--- src/rtl/frame_writer_pkg.sv ---
// Shared types and constants for the frame writer and its counter.
package frame_writer_pkg;

    // Frame writer control states.
    typedef enum logic [1:0] {
        IDLE  = 2'd0,
        FILL  = 2'd1,
        FLUSH = 2'd2
    } fw_state_e;

    // Smallest address width that can reach (rows-1)*stride + cols-1.
    function automatic int unsigned addr_width_for(input int unsigned rows,
                                                   input int unsigned cols,
                                                   input int unsigned stride);
        int unsigned max_addr;
        max_addr = (rows - 1) * stride + cols - 1;
        return (max_addr < 2) ? 1 : $clog2(max_addr + 1);
    endfunction

    localparam int unsigned DEF_DATA_WIDTH = 8;
    localparam int unsigned DEF_ROWS       = 8;
    localparam int unsigned DEF_COLS       = 8;
    localparam int unsigned DEF_ROW_STRIDE = 8;
    localparam int unsigned DEF_ADDR_WIDTH =
        addr_width_for(DEF_ROWS, DEF_COLS, DEF_ROW_STRIDE);

endpackage

--- src/rtl/frame_writer_if.sv ---
// Control, upstream stream and RAM write bundle of the frame writer.
interface frame_writer_if #(
    parameter int unsigned DATA_WIDTH = 8,
    parameter int unsigned ADDR_WIDTH = 6
);
    logic                  start;
    logic [ADDR_WIDTH-1:0] base_addr;
    logic                  in_valid;
    logic [DATA_WIDTH-1:0] in_data;
    logic                  in_ready;
    logic                  wr_en;
    logic [ADDR_WIDTH-1:0] wr_addr;
    logic [DATA_WIDTH-1:0] wr_data;
    logic                  busy;
    logic                  done;

    // Requester side: issues frames and streams words.
    modport master (
        output start, base_addr, in_valid, in_data,
        input  in_ready, wr_en, wr_addr, wr_data, busy, done
    );

    // Frame writer side.
    modport slave (
        input  start, base_addr, in_valid, in_data,
        output in_ready, wr_en, wr_addr, wr_data, busy, done
    );
endinterface

--- src/rtl/wrap_counter2d.sv ---
// Row/column counter: column wraps into the row, row wraps at the frame end.
module wrap_counter2d #(
    parameter  int unsigned ROWS  = 8,
    parameter  int unsigned COLS  = 8,
    localparam int unsigned ROW_W = (ROWS > 1) ? $clog2(ROWS) : 1,
    localparam int unsigned COL_W = (COLS > 1) ? $clog2(COLS) : 1
) (
    input  logic             clk,
    input  logic             rst_n,
    input  logic             clr,
    input  logic             en,
    output logic [ROW_W-1:0] row,
    output logic [COL_W-1:0] col,
    output logic             last_c
);

    logic col_end_c;
    logic row_end_c;

    assign col_end_c = (col == COL_W'(COLS - 1));
    assign row_end_c = (row == ROW_W'(ROWS - 1));
    assign last_c    = col_end_c && row_end_c;

    // Advance one position per enable; clear restarts at the frame origin.
    always_ff @(posedge clk or negedge rst_n) begin
        if (!rst_n) begin
            row <= '0;
            col <= '0;
        end else if (clr) begin
            row <= '0;
            col <= '0;
        end else if (en) begin
            if (col_end_c) begin
                col <= '0;
                row <= row_end_c ? '0 : row + ROW_W'(1);
            end else begin
                col <= col + COL_W'(1);
            end
        end
    end

endmodule

--- src/rtl/frame_writer.sv ---
// Writes a ROWS x COLS word stream into RAM as a strided 2-D frame.
module frame_writer
    import frame_writer_pkg::*;
#(
    parameter int unsigned DATA_WIDTH = DEF_DATA_WIDTH,
    parameter int unsigned ROWS       = DEF_ROWS,
    parameter int unsigned COLS       = DEF_COLS,
    parameter int unsigned ROW_STRIDE = DEF_ROW_STRIDE,
    parameter int unsigned ADDR_WIDTH = DEF_ADDR_WIDTH
) (
    input  logic          CLK,
    input  logic          rst_n,
    frame_writer_if.slave bus
);

    localparam int unsigned ROW_W = (ROWS > 1) ? $clog2(ROWS) : 1;
    localparam int unsigned COL_W = (COLS > 1) ? $clog2(COLS) : 1;

    fw_state_e             state;
    logic [ADDR_WIDTH-1:0] row_start;
    logic [ROW_W-1:0]      row_unused;
    logic [COL_W-1:0]      col;
    logic                  last_c;
    logic                  xfer_c;
    logic                  clr_c;
    logic                  row_end_c;

    // Accepted word, frame launch and end-of-row decode.
    assign xfer_c    = (state == FILL) && bus.in_valid && bus.in_ready;
    assign clr_c     = (state == IDLE) && bus.start;
    assign row_end_c = (col == COL_W'(COLS - 1));

    // Row index itself is not needed: the running row start carries it.
    wrap_counter2d #(
        .ROWS (ROWS),
        .COLS (COLS)
    ) u_cnt (
        .clk    (CLK),
        .rst_n  (rst_n),
        .clr    (clr_c),
        .en     (xfer_c),
        .row    (row_unused),
        .col    (col),
        .last_c (last_c)
    );

    // Frame FSM with registered handshake, write port and status outputs.
    always_ff @(posedge CLK or negedge rst_n) begin
        if (!rst_n) begin
            state        <= IDLE;
            row_start    <= '0;
            bus.in_ready <= 1'b0;
            bus.wr_en    <= 1'b0;
            bus.wr_addr  <= '0;
            bus.wr_data  <= '0;
            bus.busy     <= 1'b0;
            bus.done     <= 1'b0;
        end else begin
            bus.wr_en <= 1'b0;
            bus.done  <= 1'b0;
            case (state)
                IDLE: begin
                    if (bus.start) begin
                        state        <= FILL;
                        row_start    <= bus.base_addr;
                        bus.in_ready <= 1'b1;
                        bus.busy     <= 1'b1;
                    end
                end
                FILL: begin
                    if (xfer_c) begin
                        bus.wr_en   <= 1'b1;
                        bus.wr_addr <= row_start + ADDR_WIDTH'(col);
                        bus.wr_data <= DATA_WIDTH'(bus.in_data);
                        if (row_end_c) begin
                            row_start <= row_start + ADDR_WIDTH'(ROW_STRIDE);
                        end
                        if (last_c) begin
                            state        <= FLUSH;
                            bus.in_ready <= 1'b0;
                        end
                    end
                end
                FLUSH: begin
                    state    <= IDLE;
                    bus.busy <= 1'b0;
                    bus.done <= 1'b1;
                end
                default: begin
                    state        <= IDLE;
                    bus.in_ready <= 1'b0;
                    bus.busy     <= 1'b0;
                end
            endcase
        end
    end

endmodule

--- src/flat_wrapper.sv ---
// flat-port wrapper written by rule: the top's interface ports become plain ports
module frame_writer_flat import frame_writer_pkg::*;
#(
    parameter int unsigned DATA_WIDTH = DEF_DATA_WIDTH,
    parameter int unsigned ROWS       = DEF_ROWS,
    parameter int unsigned COLS       = DEF_COLS,
    parameter int unsigned ROW_STRIDE = DEF_ROW_STRIDE,
    parameter int unsigned ADDR_WIDTH = DEF_ADDR_WIDTH
)
  (CLK, rst_n, bus_start, bus_base_addr, bus_in_valid, bus_in_data, bus_in_ready, bus_wr_en, bus_wr_addr, bus_wr_data, bus_busy, bus_done);
  frame_writer_if #(.DATA_WIDTH(DATA_WIDTH), .ADDR_WIDTH(ADDR_WIDTH)) bus_i ();
  input  logic CLK;
  input  logic rst_n;
  input wire logic [$bits(bus_i.start)-1:0] bus_start;
  input wire logic [$bits(bus_i.base_addr)-1:0] bus_base_addr;
  input wire logic [$bits(bus_i.in_valid)-1:0] bus_in_valid;
  input wire logic [$bits(bus_i.in_data)-1:0] bus_in_data;
  output wire logic [$bits(bus_i.in_ready)-1:0] bus_in_ready;
  output wire logic [$bits(bus_i.wr_en)-1:0] bus_wr_en;
  output wire logic [$bits(bus_i.wr_addr)-1:0] bus_wr_addr;
  output wire logic [$bits(bus_i.wr_data)-1:0] bus_wr_data;
  output wire logic [$bits(bus_i.busy)-1:0] bus_busy;
  output wire logic [$bits(bus_i.done)-1:0] bus_done;
  assign bus_i.start = bus_start;
  assign bus_i.base_addr = bus_base_addr;
  assign bus_i.in_valid = bus_in_valid;
  assign bus_i.in_data = bus_in_data;
  assign bus_in_ready = bus_i.in_ready;
  assign bus_wr_en = bus_i.wr_en;
  assign bus_wr_addr = bus_i.wr_addr;
  assign bus_wr_data = bus_i.wr_data;
  assign bus_busy = bus_i.busy;
  assign bus_done = bus_i.done;
  frame_writer #(.DATA_WIDTH(DATA_WIDTH), .ROWS(ROWS), .COLS(COLS), .ROW_STRIDE(ROW_STRIDE), .ADDR_WIDTH(ADDR_WIDTH)) u_core (.CLK(CLK), .rst_n(rst_n), .bus(bus_i));
endmodule
--- config.mk ---
export PLATFORM = sky130hd
export DESIGN_NAME = frame_writer_flat
export DESIGN_NICKNAME = d
export VERILOG_FILES = /design/src/rtl/frame_writer_pkg.sv /design/src/rtl/frame_writer_if.sv /design/src/rtl/wrap_counter2d.sv /design/src/rtl/frame_writer.sv /design/src/flat_wrapper.sv
export SDC_FILE = /design/constraint.sdc
export NUM_CORES = 1
export LEC_CHECK = 0
export CAP_MARGIN = 15
export CORE_UTILIZATION = 44
export CTS_CLUSTER_SIZE = 24
export DETAILED_ROUTE_END_ITERATION = 10
export PLACE_DENSITY = 0.82
export REMOVE_ABC_BUFFERS = 1
export SETUP_SLACK_MARGIN = 0.02
export SLEW_MARGIN = 20
export SYNTH_ARGS = -nofsm -noshare
export SYNTH_HDL_FRONTEND = slang
export SYNTH_SLANG_ARGS = --single-unit
--- constraint.sdc ---
create_clock -name CLK -period 1.8 [get_ports CLK]
set_input_delay 0.18 -clock CLK [delete_from_list [all_inputs] [get_ports CLK]]
set_output_delay 0.18 -clock CLK [all_outputs]
set_load 0.01 [all_outputs]
# [After elaboration in Yosys (flattened, before gate mapping)]
# Index checks and enable logic that the tools add are counted.
[totals] register_bits=32 latchBits=0 ram_bits=0 rom_bits=0 in_bits=18 out_inout_bits=18 wordCells=61 n_memories=0
[classes] add_sub_neg=4 mul=0 div_mod_pow=0 order_cmp=0 eq_ne=8 n_shift=0 muxes=23 n_bitwise=2 n_reduce_logical=14
[op_table] operator="$mux W3" n=7
[op_table] operator="$mux W6" n=3
[op_table] operator="$pmux W6 S2" n=1
[op_table] operator="$reduce_and A4 Y1" n=2
[op_table] operator="$add A3 B1 Y3 const B" n=2
[op_table] operator="$add A6 B3 Y6" n=1
[op_table] operator="$add A6 B4 Y6 const B" n=1
[op_table] operator="$eq A3 B3 Y1 const B" n=2
[op_table] operator="$mux W1" n=6
[op_table] operator="$mux W2" n=3
[op_table] operator="$ne A2 B2 Y1 const B" n=3
[op_table] operator="$reduce_and A2 Y1" n=3
[op_table] operator="$reduce_bool A2 Y1" n=3
[op_table] operator="$logic_and A1 B1 Y1" n=4
[op_table] operator="$pmux W2 S2" n=1
[op_table] operator="$pmux W1 S3" n=1
[op_table] operator="$reduce_and A3 Y1" n=1
[op_table] operator="$eq A2 B1 Y1 const B" n=1
[op_table] operator="$eq A2 B2 Y1 const B" n=1
[op_table] operator="$logic_not A2 Y1" n=1
[op_table] operator="$ne A2 B1 Y1 const B" n=1
[op_table] operator="$not A1 Y1" n=2
[op_table] operator="$pmux W1 S2" n=1

# [Depth between registers and ports, before layout]
[logic_depth] word_depth=5 ltp_mapped=7 ltp_nobuf=7

# [By module]
# From an unflattened synthesis, not the netlist that was laid out.
[hier_totals] cells_unflattened=156 area_unflattened_um2=1565.3
[modules_own_cells] module="frame_writer" instances=1 cells_per_inst=128 area_per_inst_um2=1229.9 seq_area_each_um2=650.6
[modules_own_cells] module="wrap_counter2d" instances=1 cells_per_inst=28 area_per_inst_um2=335.3 seq_area_each_um2=150.1

# [Worst setup path before layout]
# OpenSTA, ideal clock, no wires.
[synth_path] path_kind="register to register" from="register u_core.u_cnt.col[0]" to="register u_core.bus.wr_addr[4]" setup_time_ps=76 t_arrival_ps=1461 required_ps=1724 path_slack_ps=263 stages_incl_launch_ff=8 path_buffers=0 period_less_slack_ps=1537 cell_sequence="dfrtp_1 -> ha_1 -> inv_1 -> fa_1 -> nor2b_1 -> o21ai_0 -> xor2_1 -> o21ai_1"
[synth_via] elab_chain_len=1
[synth_lines] item="start: declaration" line="wrap_counter2d.sv:13" source="output logic [COL_W-1:0] col,"
[synth_lines] item="start signal: assignment" line="wrap_counter2d.sv:37" source="col <= col + COL_W'(1);"
[synth_lines] item="$add A6 B3 Y6" line="frame_writer.sv:73" source="bus.wr_addr <= row_start + ADDR_WIDTH'(col);"
[synth_lines] item="end signal: assignment" line="frame_writer.sv:73"
[synth_lines] item="end: declaration" line="frame_writer_if.sv:26" source="output in_ready, wr_en, wr_addr, wr_data, busy, done"
# Every way passes these cells.
# A chain may end at the register's enable or synchronous reset.

# [Worst setup path after layout]
[layout_path] from="register u_core.u_cnt.col[0]" to="register u_core.row_start[5]"
[layout_via] elab_chain_len=3
[layout_lines] item="$eq A3 B3 Y1" line="frame_writer.sv:31" source="assign row_end_c = (col == COL_W'(COLS - 1));"
[layout_lines] item="$ne A2 B2 Y1 (no line)"
[layout_lines] item="$reduce_and A4 Y1 (no line)"
[layout_lines] item="end signal: assignment" line="frame_writer.sv:65" source="row_start <= bus.base_addr;"
[layout_lines] item="end signal: assignment" line="frame_writer.sv:76" source="row_start <= row_start + ADDR_WIDTH'(ROW_STRIDE);"
[layout_lines] item="end: declaration" line="frame_writer.sv:20" source="logic [ADDR_WIDTH-1:0] row_start;"
# Every way passes these cells.

==> out/results.ini <==
[outcome]
status = finished clean

[global_routing]
grt-ovfl-total = 0
grt_usage_pct = 19.0
grt_pass1_wl_um = 4920
grt_max_degree = 33
grt_pass1_vias = 1087
antenna_found_initial = 0

[power_and_ir_drop]
fin_total_pwr_mw = 2.45
clock_power_share_pct = 17.3
combPwrFrac_pct = 39.0
switching_share_pct = 33.5
p_per_area_nw_per_um2 = 1250
ir_drop_uv = 621
p_sw_mw = 0.822
power.internal_mw = 1.63
leakage_nw = 0.911
seq_power_share_pct = 43.6

[job]
cap_violations = 0

[floorplanning]
fp.dieW_um = 60.8
die_h_um = 60.8
rows = 20
fp.dieArea_um2 = 3700
start_util_pct = 47.9
pin_count = 36
design.core.area_um2 = 3180

[detailed_routing]
vias_per_cell = 4.92
routed_wirelength_um = 2840
vias = 1106
drt_pass1_iterations = 4
ant_nets = 0
wl_per_cell_um = 12.6
drc = 0
drtIter0Drc = 44

[clock_tree]
cts_buffer_depth = 2
cts_tree = built
root_buffer = clkbuf_4
cts_buffers = 5
clk_latency_ps = 330
path_clk_slew_ps = 100
htreeDepth = 2
cts_sinks = 32
ctsHoldBuffers = 0

[yosys]
ys.flop_type = dfrtp_1
synth.distinct_cells = 35
syn-instance-count = 139
netlist_area_um2 = 1520
seq_area_frac_synth_pct = 52.6
synth_area_per_cell_um2 = 11.0
yosys-top-cells-area = dfrtp_1 (53%), nand2_1 (8.4%), ha_1 (6.6%)
ys_ff_latch = 32
yosys.area.top_type = dfrtp_1
yosys_warnings = 0
synth-async-reset-ratio_pct = 100
synth.top_cell.area_share_pct = 52.6
synth_edf_count = 0

[sta]
setup_ws_ps = 106
hold_viol_final = 0
clock_skew_ps = 7.73
setup-violations-final = 0
tns_ps = 0
slew_headroom_pct = 73.9
rsz0062_at_grt = no
fmax_mhz = 590
tightest_slew_ps = 392
final_max_slew_viol_count = 0
min_period_ps = 1690
holdWs_ps = 229
period_share_pct = 94.1

[worst_setup_path]
path_cells = buf_4 -> ha_1 -> ha_1 -> and3_2 -> and2_4 -> a211oi_2 -> a311oi_2
crit_slowest_cell = dfrtp_1
cp_num_buf_inv = 1
r2r_cells = 7
crit_family = flip-flops
crit_path_frequent_cell = ha_1
crit_type = reg2reg
arrival_ps = 1910
crit_fanout = 4
critPathRequiredTime_ps = 2020
slowest_delay_ps = 400
crit_path_start_kind = register
cp.depth = 7
endpoint_kind = register

[final_layout]
ff_latch_area_um2 = 801
fin_cells = 225
multi_input_area_um2 = 651
nets = 207
design_area_um2 = 1970
n_fill_cell = 261
n_antenna_cell = 0
utilization_pct = 61.9
area_growth_pct = 29.2
drive_above_1_share_pct = 12.7

[placement]
portBuffers = 35
gp_congestion = 0.838
dpl.hpwl_um = 2140
dp_cells = 216
pre_cts_slack_ps = 134
placed_cell_area_um2 = 1900

[worst_hold_path]
hp-class = in2async

==> sequential cells by signal, indices dropped and copies added (netlist names) <==
name,cells
u_core.bus.wr_data,8
u_core.bus.in_ready,1
u_core.u_cnt.col,3
u_core.bus.wr_en,1
u_core.state,2
u_core.bus.busy,1
u_core.row_start,6
u_core.bus.done,1
u_core.bus.wr_addr,6
u_core.u_cnt.row,3
==> worst paths after layout <==
path | from | endpoint | slack, ps
setup / recovery | u_core.u_cnt.col[0] | u_core.row_start[5] | 110
hold / removal | rst_n | u_core.bus.wr_data[6] | 230
setup reg to reg | u_core.u_cnt.col[0] | u_core.row_start[5] | 110
hold reg to reg | u_core.bus.wr_data[6] | u_core.bus.wr_data[6] | 480
max in group asynchronous | rst_n | u_core.row_start[3] | 1290
min in group CLK | bus_in_data[2] | u_core.bus.wr_data[2] | 370
==> power groups by stage <==
| stage | clock (mW) | combinational, mW | sequential, mW |
|---|---|---|---|
| floorplan | 0 | 0.530 | 1.11 |
| global placement | 0 | 0.907 | 1.07 |
| detailed placement | 0 | 0.949 | 1.09 |
| CTS | 0.442 | 0.953 | 1.08 |
| global route | 0.486 | 1.08 | 1.10 |
| finish | 0.426 | 0.957 | 1.07 |
==> area by class of cell <==
class | count | share of cell area [%]
Clock buffer | 6 | 2.61
Clock inverter | 2 | 0.509
Inverter | 5 | 0.954
Multi-Input combinational cell | 97 | 33.1
Sequential cell | 32 | 40.7
Tap cell | 44 | 2.80
Timing Repair Buffer | 39 | 19.3
==> synth_stat cells, types with 2 or more instances <==
library cell / count
nand2_1: 34
dfrtp_1: 32
nor2_1: 9
ha_1: 8
a22o_1: 6
buf_6: 4
inv_1: 4
o21ai_1: 4
nor3b_1: 3
xnor2_1: 3
a21o_1: 2
a21oi_1: 2
mux2_2: 2
mux2i_1: 2
nor2b_1: 2
o21ai_0: 2
xor2_1: 2
==> cell families (layout without fill, tap and decap cells) <==
kind of cell / after synthesis / count (layout) / share of synthesized area, %
flip-flops: 32 / 32 / 52.6
buffers and inverters: 10 / 52 / 4.68
multiplexers: 4 / 4 / 2.79
AO/OA/AOI/OAI: 24 / 24 / 12.1
AND/OR/NAND/NOR: 55 / 55 / 17.1
adder cells (fa/ha/maj): 9 / 9 / 7.89
XOR/XNOR: 5 / 5 / 2.88
==> per-layer routing <==
metal / track usage [%] / vias to the layer above / wire length [um]
li1: - / 551 / -
met1: 22.8 / 527 / 1260
met5: 0 / - / 0
met2: 30.6 / 23 / 1400
met4: 9.74 / 0 / 70
met3: 6.40 / 5 / 112
==> what timing repair did <==
item	in CTS	in global routing
setup buffers	0	1
gates resized for setup	0	0
endpoints found under the setup margin	0	1
==> layout by cell type (no fill, tap or decap), types with 3 or more instances in the layout <==
cell              n
a22o_1            6
buf_4             4
clkbuf_4          5
clkdlybuf4s50_1  35
dfrtp_1          32
ha_1              8
inv_1             4
nand2_1          34
nor2_1            9
nor3b_1           3
o21ai_1           4
xnor2_1           3
Note: power is estimated with default switching activity, not from simulation.
